### config.mk
export PLATFORM = sky130hd
export DESIGN_NAME = hilo_muldiv_sched
export DESIGN_NICKNAME = d
export VERILOG_FILES = /design/src/rtl/hilo_muldiv_sched.sv
export SDC_FILE = /design/constraint.sdc
export NUM_CORES = 2
export LEC_CHECK = 0
export CAP_MARGIN = 0
export CORE_MARGIN = 2
export CORE_UTILIZATION = 45
export DETAILED_ROUTE_END_ITERATION = 8
export PLACE_DENSITY_LB_ADDON = 0.2
export REMOVE_ABC_BUFFERS = 1
export SLEW_MARGIN = 10
export SYNTH_ARGS = -nofsm -noshare
export SYNTH_HDL_FRONTEND = slang
export SYNTH_SLANG_ARGS = --single-unit
export TNS_END_PERCENT = 100
### constraint.sdc
create_clock -name i_clk -period 23.7 [get_ports i_clk]
set_input_delay 4.74 -clock i_clk [delete_from_list [all_inputs] [get_ports i_clk]]
set_output_delay 4.74 -clock i_clk [all_outputs]
set_load 0.02 [all_outputs]
### src/rtl/hilo_muldiv_sched.sv
// Off-pipeline MULT/MULTU/DIV/DIVU engine that owns every mul/div write to HI/LO.
// Stalls EX only when another HI/LO user arrives while an operation is in flight.
module hilo_muldiv_sched #(
    parameter int DIV_CYCLES = 32
) (
    input  logic        i_clk,
    input  logic        i_resetn,
    input  logic        i_issue_valid,
    input  logic [1:0]  i_issue_op,
    input  logic [31:0] i_src_a,
    input  logic [31:0] i_src_b,
    input  logic        i_flush_ex,
    input  logic        i_cancel,
    input  logic [1:0]  i_hilo_access_ex,
    output logic        o_stall_ex,
    output logic        o_busy,
    output logic        o_hilo_we,
    output logic [63:0] o_hilo_wdata
);
    localparam int CW = $clog2(DIV_CYCLES) + 1;

    typedef enum logic [2:0] {S_IDLE, S_MUL, S_DIV, S_FIX, S_DONE} state_t;

    state_t       r_state, w_next;
    logic [CW-1:0] r_cnt;
    logic [1:0]   r_op;
    logic [31:0]  r_a, r_b;
    logic [31:0]  r_q, r_rem, r_dvs;
    logic         r_qneg, r_rneg;
    logic [31:0]  r_hi, r_lo;

    logic         w_issue;
    logic         w_sdiv;
    logic [32:0]  w_rem_sh;
    logic [33:0]  w_diff;
    logic signed [32:0] w_ma, w_mb;
    logic signed [63:0] w_prod;

    assign w_issue = (r_state == S_IDLE) && i_issue_valid && !i_flush_ex && !o_stall_ex;
    assign w_sdiv  = (i_issue_op == 2'b10);

    // Restoring step: dividend bits shift out of r_q while quotient bits shift in.
    assign w_rem_sh = {r_rem, r_q[31]};
    assign w_diff   = {1'b0, w_rem_sh} - {2'b00, r_dvs};

    // One 33x33 signed multiplier serves both forms; MULTU zero-extends.
    assign w_ma   = {~r_op[0] & r_a[31], r_a};
    assign w_mb   = {~r_op[0] & r_b[31], r_b};
    assign w_prod = w_ma * w_mb;

    always_ff @(posedge i_clk or negedge i_resetn) begin
        if (!i_resetn) r_state <= S_IDLE;
        else           r_state <= w_next;
    end

    always_comb begin
        w_next = r_state;
        case (r_state)
            S_IDLE: if (w_issue) w_next = i_issue_op[1] ? S_DIV : S_MUL;
            S_MUL:  w_next = S_DONE;
            S_DIV:  if (r_cnt == CW'(DIV_CYCLES - 1)) w_next = S_FIX;
            S_FIX:  w_next = S_DONE;
            S_DONE: w_next = S_IDLE;
            default: w_next = S_IDLE;
        endcase
        if (i_cancel && r_state != S_IDLE) w_next = S_IDLE;
    end

    always_comb begin
        o_busy       = (r_state != S_IDLE);
        o_stall_ex   = o_busy && (i_issue_valid || i_hilo_access_ex != 2'b00);
        o_hilo_we    = (r_state == S_DONE) && !i_cancel;
        o_hilo_wdata = {r_hi, r_lo};
    end

    always_ff @(posedge i_clk or negedge i_resetn) begin
        if (!i_resetn) begin
            r_cnt  <= '0;
            r_op   <= 2'b00;
            r_a    <= '0;
            r_b    <= '0;
            r_q    <= '0;
            r_rem  <= '0;
            r_dvs  <= '0;
            r_qneg <= 1'b0;
            r_rneg <= 1'b0;
            r_hi   <= '0;
            r_lo   <= '0;
        end else begin
            if (w_issue) begin
                r_op   <= i_issue_op;
                r_a    <= i_src_a;
                r_b    <= i_src_b;
                r_cnt  <= '0;
                r_rem  <= '0;
                r_q    <= (w_sdiv && i_src_a[31]) ? -i_src_a : i_src_a;
                r_dvs  <= (w_sdiv && i_src_b[31]) ? -i_src_b : i_src_b;
                r_qneg <= w_sdiv && (i_src_a[31] ^ i_src_b[31]);
                r_rneg <= w_sdiv && i_src_a[31];
            end
            if (r_state == S_DIV) begin
                r_cnt <= r_cnt + CW'(1);
                r_rem <= w_diff[33] ? w_rem_sh[31:0] : w_diff[31:0];
                r_q   <= {r_q[30:0], ~w_diff[33]};
            end
            // Results only change on the path to a real write, so a killed op leaves HI/LO data intact.
            if (r_state == S_MUL && !i_cancel) begin
                r_hi <= w_prod[63:32];
                r_lo <= w_prod[31:0];
            end
            if (r_state == S_FIX && !i_cancel) begin
                if (r_b == 32'h0) begin
                    r_hi <= r_a;
                    r_lo <= 32'hFFFF_FFFF;
                end else if (r_op == 2'b10 && r_a == 32'h8000_0000 && r_b == 32'hFFFF_FFFF) begin
                    r_hi <= 32'h0;
                    r_lo <= 32'h8000_0000;
                end else begin
                    r_hi <= r_rneg ? -r_rem : r_rem;
                    r_lo <= r_qneg ? -r_q : r_q;
                end
            end
        end
    end
endmodule

* Word level (Yosys, flattened, before mapping)
Index checks and enable logic that the tools add are counted.
** Word-level totals
- Bits in registers :: 237
- Output and inout bits :: 67
- Logic and storage cells :: 84
** Operators by class
- Add/subtract/negate cells :: 6
- Multipliers :: 1
- Equality and inequality tests :: 11
- Muxes and demuxes :: 24
- Bitwise gates (word level) :: 5
- Reductions and logical operators :: 25
** Operators with widths (number)
- $mux 32 :: 17
- $neg 32->32 :: 4
- $eq 32x32->1 const B :: 2
- $mul 33x33->64 :: 1
- $sub 33x32->34 :: 1
- $logic_not 32->1 :: 1
- $logic_and 1x1->1 :: 13
- $mux 6 :: 2
- $mux 3 :: 3
- $pmux 3 s3 :: 1
- $add 6x1->6 const B :: 1
- $eq 3x2->1 const B :: 2
- $eq 6x5->1 const B :: 1
- $reduce_bool 2->1 :: 3
- $eq 2x2->1 const B :: 2
- $eq 3x1->1 const B :: 1
- $eq 3x3->1 const B :: 1
- $logic_not 1->1 :: 3
- $logic_not 3->1 :: 1
- $ne 3x2->1 const B :: 1
- $ne 3x3->1 const B :: 1
- $reduce_bool 3->1 :: 1
- $and 1x1->1 :: 2
- $mux 2 :: 1
- 5 further kinds :: 6

* Logic depth before layout (Yosys ltp)
- Word-level depth :: 8
- Gate-level depth with buffers :: 33
- Gate-level depth less buffers :: 29

* Worst setup path after synthesis
OpenSTA, ideal clock, no wires.
- Path type :: input to output
- From :: in i_cancel
- To :: out o_hilo_we
- Arrival :: 5479 ps
- Required time :: 18960 ps
- Setup slack :: 13481 ps
- Stages :: 1
- Cell sequence :: nor4b_1
** Between the ends
- Cells in the longest elaborated chain, start to end :: 2
** Ends and longest elaborated chain
- from (decl) :: line 13 : input logic i_cancel,
- $logic_not 1->1 :: line 72 : o_hilo_we = (r_state == S_DONE) && !i_cancel;
- $logic_and 1x1->1 :: line 72
- to (decl) :: line 17 : output logic o_hilo_we,
Every way passes these cells.

* Worst setup path in the final report
Ends and elaborated chain as after synthesis.

==> results.cfg <==
[drt]
routedWlPerCell_um = 22.3
drc = 0
ant_nets = 0
drt_iter0_drc = 3105
vias = 41042
routed_wl_um = 166000
drt_pre_antenna_iters = 5
viasPerCell = 5.53

[yosys]
synth_edf_count = 0
async_flop_share = 1.00
ys_types = 70
syn_area_mm2 = 0.0525
ys_ff_latch = 236
ys_seq_area_frac = 0.113
postSynthAreaPerCell_um2 = 8.77
postSynthCellCount = 5982
ys_warn_count = 0
synth_ff_type = dfrtp_1

[setup_path]
critPathKind = input port to output pin
critPathLaunchType = input port
crit_required_ns = 18.96
end_kind = output pin
worstPathArrival_ns = 6.10
crit_fanout = 4

[global_routing]
globalRouteMet2Util = 0.470
antenna_found_initial = 8
grt-ovfl-total = 0
use_met3 = 0.0544
grt_pass1_vias = 43267
grt_pass1_wl_um = 259000
grt.busiest_layer = met2
track_usage = 0.283
grt_use_met1 = 0.377
grt_max_degree = 197

[sta]
max_clock_freq_mhz = 92.2
hold_viol_final = 0
hold_ws_ns = 0.466
slew_viol_final = 0
fin_skew_ns = 0.0206
period_needed_ns = 10.84
finalSetupViolations = 0
timing.final.crit_share = 0.457
relSlewSlack = 0.183
tns_ns = 0
tightest_slew_ns = 1.23
rsz0062_at_grt = no

[clock_network]
cts_buffers = 26
h-tree-depth = 1
cts_root_buffer = clkbuf_16
cts_tree = done
clk_pin_slew_ns = 0.07
clockBufferDepth = 3
insertion_delay_ns = 0.61
postCtsHoldBufs = 0
cts_resized = 0
clkSinkCount = 236
post_cts_buffers = 0

[floorplan]
io_pins = 140
die_w_um = 345
initial_core_util = 0.453
die_h_um = 345
core_area_mm2 = 0.116
rows = 125
dieArea_mm2 = 0.119

[final_layout]
drive_gt1_frac = 0.0314
layout_commonest_cell = inv_1
utilization = 0.484
nets = 7317
layout_common_cells = inv_1, fa_1, nand2_1
area_delta_synth_final_pct = 6.86

[placement]
finalWeightedCongestion = 0.959
port_buffers = 139
dp_hpwl_um = 124000

[flow_run]
drv_cap = 0

[run_status]
status = finished, final reports clean

[hold_path]
min_path_type = flip-flop to flip-flop
==> worst max-delay path, cell delays in order <==
cell and delay (ns):
clkdlybuf4s50_1 0.45, nor4b_1 0.26, clkdlybuf4s50_1 0.65
==> cells by family after synthesis <==
kind of cell,share of synthesized area
AND/OR/NAND/NOR,0.163
multiplexers,0.00231
XOR/XNOR,0.0354
flip-flops,0.113
AO/OA/AOI/OAI,0.0858
adder cells (fa/ha/maj),0.489
buffers and inverters,0.112
==> final timing paths <==
| check | from | end | slack (ns) | cells past startpoint |
|---|---|---|---|---|
| worst max-delay path | i_cancel | o_hilo_we | 12.86 | 3 |
| worst min-delay path | r_qneg$_DFFE_PN0P_ | r_qneg$_DFFE_PN0P_ | 0.47 | 2 |
| worst max register to register | r_a[31]$_DFFE_PN0P_ | r_hi[30]$_DFFE_PN0P_ | 13.78 | 29 |
| worst min register to register | r_qneg$_DFFE_PN0P_ | r_qneg$_DFFE_PN0P_ | 0.47 | 2 |
| max in group asynchronous | i_resetn | r_lo[24]$_DFFE_PN0P_ | 17.16 | 3 |
| min in group asynchronous | i_resetn | r_rem[20]$_DFFE_PN0P_ | 4.21 | 1 |
==> layer usage <==
| metal | wire (µm) | up-vias |
|---|---|---|
| met4 | 5890 | 4 |
| met5 | 29 | - |
| met3 | 14100 | 348 |
| met2 | 79300 | 1673 |
| li1 | - | 17826 |
| met1 | 66400 | 21191 |
==> registers in the layout, summed over array words and instances, names as in the netlist <==
name and count:
r_qneg 1, r_lo 32, r_op 2, r_q 32
r_rneg 1, r_dvs 31, r_cnt 6, r_b 32
r_rem 32, r_state 3, r_a 32, r_hi 32
==> cell type report <==
cell class / count / area, µm²
antenna: 3 / 7.51
clock buffer: 35 / 744
clock inverter: 13 / 151
fill: 11205 / 59800
inverter: 1180 / 4430
multi-input combinational: 4183 / 40700
sequential: 236 / 5910
tap: 1524 / 1910
timing repair buffer: 242 / 2180
==> stage by stage <==
step / cell area [µm²] / std cells / setup WS (ns)
CTS: 56000 / 7413 / 12.84
global placement: 55200 / 7365 / 12.83
global route: 56000 / 7413 / 12.72
floorplan: 51000 / 5599 / 12.99
detailed placement: 55200 / 7365 / 12.84
finish: 56100 / 7416 / 12.86
==> Yosys cell counts, types with 15 or more instances <==
library cell / n / area, µm²
or3_1: 15 / 93.8
o41ai_1: 16 / 140
and2_1: 368 / 2300
o31ai_1: 39 / 293
a31oi_1: 20 / 125
a22oi_1: 40 / 300
and3_1: 18 / 113
nand4_1: 21 / 131
a21o_1: 59 / 443
xor2_1: 104 / 911
nand3_1: 59 / 295
inv_1: 1179 / 4430
fa_1: 1126 / 22500
nor3_1: 38 / 190
o211ai_1: 25 / 188
dfrtp_1: 236 / 5910
a21oi_1: 150 / 751
nand2b_1: 22 / 138
nand2_1: 1073 / 4030
xnor2_1: 108 / 946
o21ai_0: 259 / 1300
ha_1: 249 / 3120
nor4_1: 20 / 125
clkbuf_1: 376 / 1410
nor2_1: 150 / 563
Power is left out: the tool's default activity adds up to more than one toggle a clock period on the data nets, which glitch-free logic cannot reach.
